$ cat src/rtl/mips_bus_memory.sv
// Word-organised memory slave for the mips_cpu_bus interface: programmable wait
// states, byte-lane writes, sticky bus error on illegal or malformed accesses.
module mips_bus_memory #(
  parameter logic [31:0] BASE_ADDR   = 32'hBFC0_0000,
  parameter int unsigned DEPTH       = 64,
  parameter int unsigned WAIT_CYCLES = 1,
  localparam int unsigned IW         = $clog2(DEPTH)
) (
  input  logic          clk,
  input  logic          reset,
  input  logic [31:0]   address,
  input  logic          read,
  input  logic          write,
  input  logic [31:0]   writedata,
  input  logic [3:0]    byteenable,
  output logic          waitrequest,
  output logic [31:0]   readdata,
  output logic          bus_error,
  input  logic [IW-1:0] dbg_index,
  output logic [31:0]   dbg_word
);

  localparam int unsigned CW       = 4;
  localparam bit          NO_WAIT  = (WAIT_CYCLES == 0);
  localparam logic [CW-1:0] CNT_LOAD = CW'(WAIT_CYCLES - 1);

  typedef enum logic {IDLE, STALL} state_t;

  state_t          state, state_next;
  logic [CW-1:0]   cnt, cnt_next;
  logic            req;
  logic            commit_c;
  logic            wait_c;
  logic [31:0]     word_off;
  logic            legal;
  logic [IW-1:0]   idx;
  logic [31:0]     mem [DEPTH];

  assign req      = read | write;
  assign word_off = 32'((address - BASE_ADDR) >> 2);
  assign legal    = (address[1:0] == 2'b00) && (word_off < 32'(DEPTH));
  assign idx      = word_off[IW-1:0];
  assign dbg_word = mem[dbg_index];

  // waitrequest is combinational by protocol and forced low while in reset
  assign waitrequest = wait_c & ~reset;

  // State and wait-state counter register
  always_ff @(posedge clk) begin
    if (reset) begin
      state <= IDLE;
      cnt   <= '0;
    end else begin
      state <= state_next;
      cnt   <= cnt_next;
    end
  end

  // Next-state, stall and commit decision
  always_comb begin
    state_next = state;
    cnt_next   = cnt;
    commit_c   = 1'b0;
    wait_c     = 1'b0;
    case (state)
      IDLE: begin
        if (req) begin
          if (NO_WAIT) begin
            commit_c = 1'b1;
          end else begin
            wait_c     = 1'b1;
            cnt_next   = CNT_LOAD;
            state_next = STALL;
          end
        end
      end
      STALL: begin
        if (!req) begin
          state_next = IDLE;
        end else if (cnt != '0) begin
          wait_c   = 1'b1;
          cnt_next = cnt - CW'(1);
        end else begin
          commit_c   = 1'b1;
          state_next = IDLE;
        end
      end
      default: state_next = IDLE;
    endcase
  end

  // Read data and sticky error; address 0 is the CPU's idle fetch and never errors
  always_ff @(posedge clk) begin
    if (reset) begin
      readdata  <= '0;
      bus_error <= 1'b0;
    end else if (commit_c) begin
      if (read && write) begin
        bus_error <= 1'b1;
      end else if (read) begin
        if (address == 32'd0) begin
          readdata <= '0;
        end else if (legal) begin
          readdata <= mem[idx];
        end else begin
          readdata  <= '0;
          bus_error <= 1'b1;
        end
      end else if (address != 32'd0 && !legal) begin
        bus_error <= 1'b1;
      end
    end
  end

  // Byte-lane write port; the array is deliberately left untouched by reset
  always_ff @(posedge clk) begin
    if (!reset && commit_c && write && !read && address != 32'd0 && legal) begin
      for (int i = 0; i < 4; i++) begin
        if (byteenable[i]) mem[idx][8*i +: 8] <= writedata[8*i +: 8];
      end
    end
  end

endmodule
$ cat config.mk
export PLATFORM = sky130hd
export DESIGN_NAME = mips_bus_memory
export DESIGN_NICKNAME = d
export VERILOG_FILES = /design/src/rtl/mips_bus_memory.sv
export SDC_FILE = /design/constraint.sdc
export NUM_CORES = 2
export LEC_CHECK = 0
export CORE_ASPECT_RATIO = 1.1
export CORE_MARGIN = 1
export CORE_UTILIZATION = 35
export CTS_BUF_LIST = sky130_fd_sc_hd__clkbuf_16
export DETAILED_ROUTE_END_ITERATION = 16
export GPL_TIMING_DRIVEN = 1
export PLACE_DENSITY_LB_ADDON = 0.2
export SYNTH_ARGS = -nofsm -noshare
export SYNTH_HDL_FRONTEND = slang
export SYNTH_SLANG_ARGS = --single-unit
$ cat constraint.sdc
create_clock -name clk -period 6.05 [get_ports clk]
set_input_delay 0.605 -clock clk [delete_from_list [all_inputs] [get_ports clk]]
set_output_delay 0.605 -clock clk [all_outputs]
set_load 0.01 [all_outputs]
# After elaboration in Yosys (flattened, before gate mapping)

Memories as Yosys holds them, arrays and structs flattened.
Cells that the tools add are included.

Register bits after elaboration: 38
RAM bits: 2048
Input port bits: 78
Output and inout bits: 66
Word-level logic and storage cells: 67
Memories: 1

Add/subtract/negate cells: 2
Order comparisons: 1
Eq/ne operators: 5
Multiplexer cells: 30
Bitwise operators: 5
Reduce and logical (&&, ||, !) cells: 19

Memories:

| name | depth | width | read ports | clocked after Yosys merged registers in | wr ports | line | RTL |
|---|---|---|---|---|---|---|---|
| mem  | 64    | 32    | 2          | 0                                       | 1        | 37   | `logic [31:0] mem [DEPTH];` |

Operator list:

| operator                 | count |
|---|---|
| $mux W32                 | 2 |
| $logic_not A32 Y1        | 1 |
| $reduce_bool A32 Y1      | 1 |
| $sub A32 B32 Y32 const B | 1 |
| $lt A30 B7 Y1 const B    | 1 |
| $mux W1                  | 23 |
| $mux W4                  | 3 |
| $logic_and A1 B1 Y1      | 8 |
| $pmux W4 S2              | 1 |
| $reduce_and A3 Y1        | 2 |
| $ne A2 B1 Y1 const B     | 2 |
| $reduce_and A4 Y1        | 1 |
| $reduce_bool A4 Y1       | 1 |
| $sub A4 B1 Y4 const B    | 1 |
| $logic_not A1 Y1         | 3 |
| $ne A3 B2 Y1 const B     | 1 |
| $ne A3 B3 Y1 const B     | 1 |
| $not A1 Y1               | 3 |
| $reduce_bool A3 Y1       | 1 |
| $logic_not A2 Y1         | 1 |
| $ne A2 B2 Y1 const B     | 1 |
| $pmux W1 S2              | 1 |
| $and A1 B1 Y1            | 1 |
| $or A1 B1 Y1             | 1 |

# Logic depth before layout (Yosys ltp)

Depth in word-level cells: 11
Gate-level depth with buffers: 11
Depth with buffers taken out: 7

# Worst setup path after synthesis

Ideal clock, no wire load.

Path type: in2out
From: input port dbg_index[0]
To: output port dbg_word[14]
Arrival time: 2.778 ns
Required time: 5.445 ns
Slack: 2.667 ns
Stages on the path: 5
Path buffers: 2
Cells stage by stage: buf_2 buf_1 mux4_2 mux4_2 mux4_2

Longest elaborated chain between the ends: 1

RTL lines:

| what            | line | RTL |
|---|---|---|
| start, declared | 19   | `input logic [IW-1:0] dbg_index,` |
| $mem_v2 Z64 W32 | -    |  |
| end, declared   | 20   | `output logic [31:0] dbg_word` |

Every way passes these cells.

# Worst setup path after layout

From: input port dbg_index[0]
To: output port dbg_word[28]

Same word-level chain as after synthesis.

==> out/qor.csv <==
metric,value,unit
syn_nets,5576,
Post-synth EDFFs,2048,
outcome,completed,
mean post-synth cell area,17.49,um^2
number of global-route vias before repair,61158,
total CTS buffers,216,
synth top area cells,"edfxtp_1 (64%), mux4_2 (19%), o221ai_1 (2.1%)",
largest net degree at the start of global routing,95,
relative slew slack,9.783,%
dpl cell area,0.1038,mm^2
"commonest cells after routing, fill and taps aside","edfxtp_1 (2048), mux4_2 (793), buf_4 (381)",
post-route ant nets,0,
"Slowest-stage cell, CP",a211oi_1,
TritonCTS clock tree,yes,
PostCTS Resize Cnt,0,
Worst-Skew Late Latency,0.91,ns
via/cell ratio,6.464,
Final Util,40.58,%
Initial DRT Pass Iterations,8,
Layout Skew,0.04530,ns
Main synth FF type,edfxtp_1,
Die ar.,0.2768,mm^2
# nets final,5883,
cell accounting for the most synthesized area,edfxtp_1,
gr usage total,27.78,%
Core Rows,201,
synthesized area,0.09615,mm^2
ys async rst share,0,%
Core ar.,0.2729,mm^2
Power Density,289.3,mW/mm^2
worst path bufs/invs,4,
Die W,501.7,um
first-pass GRT wire length,529900,um
Static Leak,34.23,nW
fraction of layout instances using a drive strength above 1,29.62,%
Critical Path Stages,9,
Sink Count,2086,
DP HPWL,253700,um
fin crit period,5.106,ns
DR iter-0 viols,8760,
starting density of the core,35.24,%
postcts setup bufs,0,
DRC viols,0,
final wirelength,389300,um
Critical Path Max Stage Delay,0.81,ns
RSZ-0062 raised after global routing,false,
top cell type's share of synthesized area,63.96,%
register area share after synthesis,64.75,%
post-synth cell types,69,
I/O pin total,144,
max_cap viols,0,
Die Y,551.7,um
"most common cell after layout, fill and taps aside",edfxtp_1,
Slew Limit Fails,0,
worst hold stages,2,
port bufs,143,
DR vias,62408,
CP Cell Sequence,"buf_8, buf_12, buf_12, mux4_2, mux2i_1, a211oi_1, o21ai_0, a21oi_1, clkdlybuf4s50_1",
"delay-heaviest family, CP",compound AO/OA/AOI/OAI gates,
R2R depth,8,
Area growth syn-to-layout,15.16,%
Slew @ Worst Pin,1.345,ns
RePlAce Congestion,0.9119,
Max Freq,0.1959,GHz
antenna violations before repair,41,
total negative slack,0,ns
clk root buf,clkbuf_16,
crit path DAT,4.50,ns
"most used cell, CP",buf_12,
"Hold-fix buffers, CTS",0,
CP max FO,38,
wire per inst,40.32,um
kind of critical path,primary input to output pin,
gr ovfl total,0,
Setup crit start kind,primary input,
fin crit share,84.39,%
Synth warnings,0,
Worst VDD drop,0.2147,mV
Mapped Cells,5496,
CP Capture Type,output pin,
synthesized flop and latch total,2086,
clock-pin slew on the worst setup and hold paths,0.06,ns
Hold Path Class,primary input to flip-flop,
H-tree depth,4,
design area,0.1107,mm^2
# setup viols final,0,
CP required,5.44,ns
final hold slack,0.3554,ns
clk buf depth,4,
Final Hold Fails,0,
[Yosys cell counts (5+ instances only)]
library cell and number:
a2111o_1 6, a2111oi_0 10, a211o_1 9, a211oi_1 63, a21oi_1 120, a221o_1 13, a221oi_1 29, a222oi_1 5
a22o_1 12, a22oi_1 37, a2bb2oi_1 22, a311o_1 9, a311oi_1 6, a31oi_1 9, and2_1 8, and3_1 11
buf_1 60, buf_2 181, buf_4 24, clkbuf_1 217, dfxtp_1 38, edfxtp_1 2048, inv_1 7, mux2_2 162
mux2i_1 107, mux4_2 793, nand2_1 239, nand2b_1 10, nand3_1 16, nor2_1 374, nor2b_1 28, nor3_1 9
nor4_1 8, o21ai_0 147, o221ai_1 231, o22a_1 16, o22ai_1 320, o31ai_1 20, or2_2 6, or3_1 7
[per-layer routing]
metal	track usage (%)	part of all wire [%]	up-vias
met5	0	0.057	-
met2	42.47	46	4230
met4	16.64	6.5	36
met1	35.90	38	33206
met3	6.666	10	870
li1	-	-	24066
[logic make-up after synthesis]
kind of cell               Yosys count  share of synthesized area, %
adders and majority gates            2                       0.02602
DFF                               2086                         64.75
xor gates and xnor gates             3                       0.02733
and+or+nand+nor                    730                         3.151
AOI/OAI and AO/OA                 1121                         8.206
buffers and inverters              492                         2.250
muxes                             1062                         21.59
[path summary, 6_finish.rpt]
path | slack [ns] | endpoint | from
max reg2reg | 1.88 | mem[27][19]$_DFFE_PP_ | cnt[0]$_SDFFE_PP0P_
max | 0.94 | dbg_word[28] | dbg_index[0]
min | 0.36 | mem[13][4]$_DFFE_PP_ | writedata[4]
min reg2reg | 0.45 | bus_error$_SDFFE_PP0P_ | bus_error$_SDFFE_PP0P_
[flip-flops by register name, summed over array words and instances, names as in the netlist]
name	count
mem	2048
bus_error	1
state	1
readdata	32
cnt	4
[power by group]
part           switching, W  total (W)  internal (W)
combinational       0.00191    0.00293       0.00102
sequential       0.00000380     0.0159        0.0159
clock               0.00580     0.0132       0.00744
total               0.00772     0.0320        0.0243
[per-stage QoR]
stage / total power [W] / std cells / setup slack (ns)
finish: 0.03204 / 9655 / 0.9443
global route: 0.03266 / 9633 / 0.8130
floorplan: 0.01764 / 5496 / 2.667
detailed placement: 0.01906 / 9238 / 0.9474
global placement: 0.01905 / 9237 / 0.6183
CTS: 0.03210 / 9628 / 0.9217
[layout make-up]
type	count	area (um^2)
sequential	2086	62260
antenna	26	65.06
tap	3654	4572
clock inverter	170	1304
inverter	10	52.55
clock buffer	220	5505
fill	24364	162100
multi-input combinational	2918	31890
timing repair buffer	571	5076
Note: power is estimated with default switching activity, not from simulation.
